### src/rtl/lbist_pkg.sv
//------------------------------------------------------------------------------
// Module : lbist_pkg
// Brief  : Shared state encoding and counter-width helper for the LBIST response analyser.
// Rev    : 1.0
//------------------------------------------------------------------------------
`default_nettype none

package lbist_pkg;

    typedef enum logic [1:0] {
        ST_IDLE = 2'd0,
        ST_RUN  = 2'd1,
        ST_INC  = 2'd2,
        ST_DONE = 2'd3
    } state_e;

    // Bits needed to hold any value 0..n inclusive.
    function automatic int cnt_width(input int n);
        return $clog2(n + 1);
    endfunction

endpackage

`default_nettype wire

### src/rtl/lbist_cmp.sv
//------------------------------------------------------------------------------
// Module : lbist_cmp
// Brief  : XOR-reduce comparator of faulty vs fault-free CUT outputs, registered flag.
// Rev    : 1.0
//------------------------------------------------------------------------------
`default_nettype none

module lbist_cmp #(
    parameter int OUT_BITS = 2
) (
    input  logic                clk,
    input  logic                rst,
    input  logic                clr_i,
    input  logic                en_i,
    input  logic [OUT_BITS-1:0] cut_i,
    input  logic [OUT_BITS-1:0] ff_i,
    output logic                mm_o,
    output logic                mismatch_o
);

    logic mismatch_q;

    assign mm_o       = |(cut_i ^ ff_i);
    assign mismatch_o = mismatch_q;

    always_ff @(posedge clk) begin
        if (!rst) begin
            mismatch_q <= 1'b0;
        end else if (clr_i) begin
            mismatch_q <= 1'b0;
        end else if (en_i) begin
            mismatch_q <= mm_o;
        end
    end

endmodule

`default_nettype wire

### src/rtl/lbist_resp_analyzer.sv
//------------------------------------------------------------------------------
// Module : lbist_resp_analyzer
// Brief  : Sequences the fault list, compares CUT responses and keeps detection bitmap/count.
// Rev    : 1.0
//------------------------------------------------------------------------------
`default_nettype none

module lbist_resp_analyzer
    import lbist_pkg::*;
#(
    parameter int OUT_BITS       = 2,
    parameter int NUM_FAULTS     = 22,
    parameter int PATS_PER_FAULT = 31,
    parameter int EARLY_DROP     = 1
) (
    input  logic                                clk,
    input  logic                                rst,
    input  logic                                start,
    input  logic [OUT_BITS-1:0]                 CUT_OP,
    input  logic [OUT_BITS-1:0]                 FF_OP,
    output logic                                pat_en,
    output logic                                FIL_INC,
    output logic                                busy,
    output logic                                done,
    output logic [cnt_width(NUM_FAULTS)-1:0]    fault_idx,
    output logic [NUM_FAULTS-1:0]               det_vec,
    output logic [cnt_width(NUM_FAULTS)-1:0]    det_cnt,
    output logic                                mismatch
);

    localparam int IDX_W = cnt_width(NUM_FAULTS);
    localparam int PAT_W = cnt_width(PATS_PER_FAULT);
    localparam logic [PAT_W-1:0] LAST_PAT   = PAT_W'(PATS_PER_FAULT - 1);
    localparam logic [IDX_W-1:0] LAST_FAULT = IDX_W'(NUM_FAULTS - 1);

    state_e                  state_q;
    logic [PAT_W-1:0]        pat_cnt_q;
    logic [IDX_W-1:0]        fault_idx_q;
    logic [NUM_FAULTS-1:0]   det_vec_q;
    logic [IDX_W-1:0]        det_cnt_q;
    logic                    pat_en_q;
    logic                    fil_inc_q;
    logic                    busy_q;
    logic                    done_q;

    logic                    mm;
    logic [NUM_FAULTS-1:0]   det_sel;
    logic                    new_det;
    logic                    go_inc;
    logic [NUM_FAULTS-1:0]   det_vec_d;

    lbist_cmp #(
        .OUT_BITS (OUT_BITS)
    ) u_cmp (
        .clk        (clk),
        .rst        (rst),
        .clr_i      ((state_q == ST_IDLE) && start),
        .en_i       (state_q == ST_RUN),
        .cut_i      (CUT_OP),
        .ff_i       (FF_OP),
        .mm_o       (mm),
        .mismatch_o (mismatch)
    );

    // Only a fault's first detection moves the count, so repeats are harmless.
    assign det_sel   = NUM_FAULTS'(1) << fault_idx_q;
    assign new_det   = mm && ((det_vec_q & det_sel) == '0);
    assign det_vec_d = det_vec_q | det_sel;
    assign go_inc    = (mm && (EARLY_DROP != 0)) || (pat_cnt_q == LAST_PAT);

    always_ff @(posedge clk) begin
        if (!rst) begin
            state_q     <= ST_IDLE;
            pat_cnt_q   <= '0;
            fault_idx_q <= '0;
            det_vec_q   <= '0;
            det_cnt_q   <= '0;
            pat_en_q    <= 1'b0;
            fil_inc_q   <= 1'b0;
            busy_q      <= 1'b0;
            done_q      <= 1'b0;
        end else begin
            case (state_q)
                ST_IDLE: begin
                    if (start) begin
                        state_q     <= ST_RUN;
                        pat_cnt_q   <= '0;
                        fault_idx_q <= '0;
                        det_vec_q   <= '0;
                        det_cnt_q   <= '0;
                        pat_en_q    <= 1'b1;
                        busy_q      <= 1'b1;
                    end
                end
                ST_RUN: begin
                    pat_cnt_q <= pat_cnt_q + 1'b1;
                    if (new_det) begin
                        det_vec_q <= det_vec_d;
                        det_cnt_q <= det_cnt_q + 1'b1;
                    end
                    if (go_inc) begin
                        state_q   <= ST_INC;
                        pat_en_q  <= 1'b0;
                        fil_inc_q <= 1'b1;
                    end
                end
                ST_INC: begin
                    fil_inc_q <= 1'b0;
                    pat_cnt_q <= '0;
                    if (fault_idx_q == LAST_FAULT) begin
                        state_q <= ST_DONE;
                        busy_q  <= 1'b0;
                        done_q  <= 1'b1;
                    end else begin
                        state_q     <= ST_RUN;
                        fault_idx_q <= fault_idx_q + 1'b1;
                        pat_en_q    <= 1'b1;
                    end
                end
                default: begin
                    state_q <= ST_DONE;
                end
            endcase
        end
    end

    assign pat_en    = pat_en_q;
    assign FIL_INC   = fil_inc_q;
    assign busy      = busy_q;
    assign done      = done_q;
    assign fault_idx = fault_idx_q;
    assign det_vec   = det_vec_q;
    assign det_cnt   = det_cnt_q;

endmodule

`default_nettype wire

### config.mk
export PLATFORM = sky130hd
export DESIGN_NAME = lbist_resp_analyzer
export DESIGN_NICKNAME = d
export VERILOG_FILES = /design/src/rtl/lbist_pkg.sv /design/src/rtl/lbist_cmp.sv /design/src/rtl/lbist_resp_analyzer.sv
export SDC_FILE = /design/constraint.sdc
export NUM_CORES = 1
export LEC_CHECK = 0
export BUFFER_PORTS_ARGS = -buffer_cell sky130_fd_sc_hd__buf_2
export CORE_UTILIZATION = 50
export CTS_CLUSTER_DIAMETER = 150
export CTS_CLUSTER_SIZE = 25
export DETAILED_ROUTE_END_ITERATION = 6
export GPL_TIMING_DRIVEN = 0
export PLACE_DENSITY_LB_ADDON = 0.3
export SYNTH_ARGS = -nofsm -noshare
export SYNTH_HDL_FRONTEND = slang
export SYNTH_SLANG_ARGS = --single-unit
### constraint.sdc
create_clock -name clk -period 4.8 [get_ports clk]
set_input_delay 0.24 -clock clk [delete_from_list [all_inputs] [get_ports clk]]
set_output_delay 0.24 -clock clk [all_outputs]
set_load 0.05 [all_outputs]
* Word level (Yosys, flattened, before mapping)
Index checks and enable logic that the tools add are counted.
** Storage, ports and cells
- Flip-flop bits (word level) :: 44
- Input port bits :: 7
- Output and inout port bits :: 37
** Operators by class
- Add/subtract/negate cells :: 3
- Shifts and indexed selects :: 1
- Mux-type cells :: 21
- Equality and inequality tests :: 9
- Reduce and logical (&&, ||, !) cells :: 19
- Bitwise logic cells :: 4
** Operator list (count)
- 22-bit two-way mux :: 2
- 22-bit one-hot mux with 2 select lines :: 1
- 22-bit bitwise AND :: 1
- 22-bit zero test :: 1
- 22-bit bitwise OR :: 1
- 1-bit by 5-bit left shift with 22-bit output, first input constant :: 1
- 5-bit one-hot mux with 2 select lines :: 2
- 5-bit by 1-bit adder with 5-bit output, second input constant :: 3
- 5-bit two-way mux :: 3
- 5-bit one-hot mux with 3 select lines :: 1
- 5-bit equality test, second input constant :: 2
- 2-bit != test, second input constant :: 5
- 3-bit AND reduction :: 3
- 2-bit AND reduction :: 4
- 2-bit two-way mux :: 3
- 2-bit one-hot mux with 3 select lines :: 1
- 2-bit nonzero test :: 3
- 1-bit two-way mux :: 5
- 1-bit one-hot mux with 2 select lines :: 2
- 4-bit AND reduction :: 1
- 2-bit OR reduction :: 2
- 1-bit one-hot mux with 3 select lines :: 1
- 3-bit nonzero test :: 1
- 2-bit by 1-bit equality test with 1-bit output, second input constant :: 1
- 6 further kinds :: 7

* Logic depth before layout (Yosys ltp)
- Depth after elaboration :: 6
- Mapped depth :: 11
- Gate-level depth less buffers :: 8

* By module
From an unflattened synthesis, not the netlist that was laid out.
** Unflattened totals
- Cells, all modules :: 288
- Area, all modules :: 2339.7 µm²
** Modules (own cells, without submodules)
- lbist_resp_analyzer :: seq. area each 860.8 µm², instances 1, cells an instance 281, area an instance 2279.7 µm²
- lbist_cmp :: seq. area each 20.0 µm², instances 1, cells an instance 7, area an instance 60.1 µm²

* Least setup slack after synthesis
Ideal clock, no wire load.
- Kind :: register -> register
- From :: reg fault_idx_q[2], in the netlist fault_idx[2]
- To :: reg det_cnt_q[3], in the netlist det_cnt[3]
- Stages on the path, launching flop included :: 11
- Setup time :: 0.064 ns
- Arrival time :: 2.873 ns
- Path buffers :: 2
- Setup slack :: 1.863 ns
- Required time :: 4.736 ns
- Path through :: dfxtp_1 -> buf_2 -> buf_2 -> inv_1 -> ha_1 -> a221oi_2 -> a221oi_1 -> nor3_1 -> nand4b_2 -> or4_1 -> nand3_1
** Between the ends
- Longest elaborated chain between the ends :: 6
** Ends and longest elaborated chain
- start, declared :: RTL line lbist_resp_analyzer.sv:38 : logic [IDX_W-1:0] fault_idx_q;
- start signal, assigned :: RTL line lbist_resp_analyzer.sv:116 : fault_idx_q <= fault_idx_q + 1'b1;
- 1-bit by 5-bit left shift with 22-bit output :: RTL line lbist_resp_analyzer.sv:66 : assign det_sel = NUM_FAULTS'(1) << fault_idx_q;
- 22-bit bitwise AND :: RTL line lbist_resp_analyzer.sv:67 : assign new_det = mm && ((det_vec_q & det_sel) == '0);
- 22-bit zero test :: RTL line lbist_resp_analyzer.sv:67
- 1-bit logical AND :: RTL line lbist_resp_analyzer.sv:67
- 2-bit != test (no line)
- 3-bit AND reduction (no line)
- end signal, assigned :: RTL line lbist_resp_analyzer.sv:99 : det_cnt_q <= det_cnt_q + 1'b1;
- end, declared :: RTL line lbist_resp_analyzer.sv:40 : logic [IDX_W-1:0] det_cnt_q;
No other way between the ends.
A chain may end at the register's enable or synchronous reset.

* Worst setup path in the final report
- From :: reg fault_idx_q[2], in the netlist fault_idx[2]
- To :: reg det_vec_q[5], in the netlist det_vec[5]
** Between the ends
- Longest elaborated chain between the ends :: 6
- Elaborated cells between the ends (all ways) :: 9
** Ends and longest elaborated chain
- 1-bit by 5-bit left shift with 22-bit output * :: RTL line lbist_resp_analyzer.sv:66
- 22-bit bitwise AND :: RTL line lbist_resp_analyzer.sv:67
- 22-bit zero test :: RTL line lbist_resp_analyzer.sv:67
- 1-bit logical AND :: RTL line lbist_resp_analyzer.sv:67
- 2-bit != test (no line)
- 3-bit AND reduction (no line)
- end signal, assigned :: RTL line lbist_resp_analyzer.sv:98 : det_vec_q <= det_vec_d;
- end, declared :: RTL line lbist_resp_analyzer.sv:39 : logic [NUM_FAULTS-1:0] det_vec_q;
Every way passes the cells marked *; elsewhere a longest branch is shown, timed or not. The select of a mux whose other input is x is not followed.

==> flow_summary.json <==
{
  "antenna_found_initial": 0,
  "postRouteAntennaNets": 0,
  "grt_pass1_vias": 1916,
  "yosysTopAreaCell": "dfxtp_1",
  "synth_edf_count": 0,
  "outcome": "finished, final reports clean",
  "slew_viol_final": 0,
  "drtIter0Drc": 134,
  "cp-end-kind": "flip-flop",
  "utilization_pct": 60.7,
  "die_x_um": 69.3,
  "yosysTopAreaCellShare_pct": 38.9,
  "relSlewSlack_pct": 64.6,
  "final_layout_size_suffix_gt1_share_pct": 21.3,
  "via_count": 2143,
  "start_util_pct": 52.0,
  "grt_max_degree": 15,
  "synth_ff_type": "dfxtp_1",
  "worstSkewPairLatency_ns": 0.31,
  "netlist_instances": 263,
  "peakVddDrop_v": 0.000183,
  "antenna_cells": 0,
  "hold_class": "primary input to flip-flop",
  "cts_resized": 0,
  "fmax_ghz": 0.316,
  "cts_setup_buffers": 0,
  "ios": 44,
  "ctsHoldBuffers": 0,
  "clkSlewWorstSetupHoldPaths_ns": 0.08,
  "die_y_um": 69.3,
  "grt_usage_pct": 23.1,
  "cp-start-kind": "flip-flop",
  "totalPowerFinal_mw": 0.721,
  "io_buffers": 43,
  "post-route-period-util_pct": 65.9,
  "yosysWarnings": 0,
  "gr-total-overflow": 0,
  "syn_to_final_growth_pct": 16.7,
  "clock-sinks": 44,
  "critical_path_class": "flip-flop to flip-flop",
  "fin_setup_tns_ns": 0,
  "ff2ff_path_depth": 11,
  "worst_path_max_delay_cell": "dfxtp_1",
  "min_period_ns": 3.16,
  "power.leakage_nw": 1.07,
  "synth-seq-cells": 44,
  "grt_pass1_wl_mm": 9.00,
  "setup_violations": 0,
  "crit_buf_inv": 4,
  "ys_seq_area_share_pct": 38.9,
  "drc": 0,
  "r2r-start": "fault_idx[2]",
  "fill_cells": 401,
  "worstMarginPinSlew_ns": 0.527,
  "critPathArrivalTime_ns": 3.42,
  "dpl.hpwl_mm": 3.90,
  "gp_congestion": 0.900,
  "first_pass_iters": 4,
  "final_nets": 329,
  "crit_required_ns": 5.06,
  "yosysMostFrequentCell": "dfxtp_1",
  "avgViaCountPerCell": 5.86,
  "tritoncts": "done",
  "finalWirelength_mm": 5.23,
  "hold_path_depth": 4,
  "fp.coreArea_um2": 4350,
  "path_cells": "buf_2, buf_2, inv_1, ha_1, a221oi_2, a221oi_1, nor3_1, nand2_1, buf_2, nor4_1, o21a_1",
  "crit_path_max_fanout": 10,
  "async_flop_share_pct": 0,
  "cp_common_cell": "buf_2",
  "ctsRootBufferMaster": "clkbuf_8",
  "syn_area_per_cell_um2": 8.61,
  "rows": 24,
  "drv_cap": 0,
  "ys_top_cells_by_count": "44 x dfxtp_1, 24 x o21a_1, 18 x nand2_1",
  "hp-start": "start",
  "synthTopCellsByArea": "dfxtp_1 39%, o21a_1 8.0%, ha_1 5.0%",
  "rsz0062_at_grt": "no",
  "cts-htree-levels": 2,
  "p_per_area_nw_per_um2": 273,
  "crit_start": "fault_idx[2]",
  "die-area_um2": 4800,
  "fin_worst_skew_ns": 0.0137,
  "hold_viol_final": 0,
  "cts_buffers": 5,
  "crit_cells": 11,
  "cp_top_family": "simple AND/OR/NAND/NOR gates",
  "synthesis.area_um2": 2260,
  "critPathMaxStageDelay_ns": 0.46,
  "syn-num-nets": 279,
  "wl_per_cell_um": 14.3,
  "ys_types": 45,
  "clockBufferDepth": 2
}
==> power by group <==
group	switching (mW)	internal, mW
logic	0.0672	0.0268
registers	0.00519	0.372
clock network	0.133	0.117
==> kinds of logic (layout without fill, tap and decap cells) <==
logic type	after synthesis	count (layout)	synth area share (%)
simple gates	108	108	26.3
buf+inv	28	79	5.53
fa+ha+maj	9	9	4.98
mux	2	2	0.885
xor+xnor	5	5	1.93
flops	44	44	38.9
compound gates	67	67	21.5
==> stage by stage <==
step | hold WS (ns) | instance area, um^2 | std cells | setup slack, ns
after floorplan | 0.511 | 2260 | 263 | 1.86
after CTS | 0.341 | 2640 | 366 | 1.71
after detailed placement | 0.452 | 2540 | 358 | 1.73
after global placement | 0.451 | 2540 | 358 | 1.76
final | 0.353 | 2640 | 366 | 1.64
after global routing | 0.384 | 2640 | 366 | 1.42
==> sequential cells by signal, indices dropped and copies added, names as in the netlist <==
name,flops
det_vec,22
det_cnt,5
state_q,2
FIL_INC,1
pat_en,1
pat_cnt_q,5
u_cmp.mismatch_o,1
done,1
busy,1
fault_idx,5
==> area by class of cell <==
type	count	area, um^2	area share (%)
Buffer	19	91.3	3.46
Clock inverter	2	15.0	0.568
Multi-Input combinational cell	191	1260	47.6
Tap cell	52	65.1	2.46
Inverter	9	33.8	1.28
Sequential cell	44	881	33.3
Timing Repair Buffer	43	215	8.15
Clock buffer	6	82.6	3.13
==> path summary, 6_finish.rpt <==
check               end  slack (ns)
max          det_vec[5]        1.64
min          state_q[0]        0.35
max reg2reg  det_vec[5]        1.64
min reg2reg        done        0.47
==> routing by layer <==
| layer | up-vias | part of all wire (%) | GRT usage (%) |
|---|---|---|---|
| met5 | - | 0 | 0 |
| met1 | 1007 | 47 | 32.0 |
| met2 | 72 | 45 | 35.1 |
| met3 | 11 | 5.8 | 4.36 |
| li1 | 1053 | - | - |
| met4 | 0 | 2.3 | 9.75 |
==> worst register-to-register path, delay by kind of cell, from the launching register on <==
kind	cells	cell delay, ns
AND/OR/NAND/NOR	3	0.94
buffers and inverters	4	0.87
AO/OA/AOI/OAI	3	0.57
flip-flops	1	0.46
adder cells (fa/ha/maj)	1	0.28
==> cell usage in the layout, fill, tap and decap left out, types with 4 or more instances in the layout <==
cell and n:
a21boi_0 5, nor2b_1 5, and2_1 6, clkbuf_8 6, a21oi_1 12, o21ai_0 12, nand3_1 17, nand2b_1 6
nor4_1 14, nand2_1 18, nor2_1 11, o21a_1 24, nor3_1 13, xor2_1 5, inv_1 9, nand4_1 4
nand3b_1 4, clkbuf_1 9, buf_2 49, ha_1 9, dfxtp_1 44
Power figures use the tool's default switching activity.
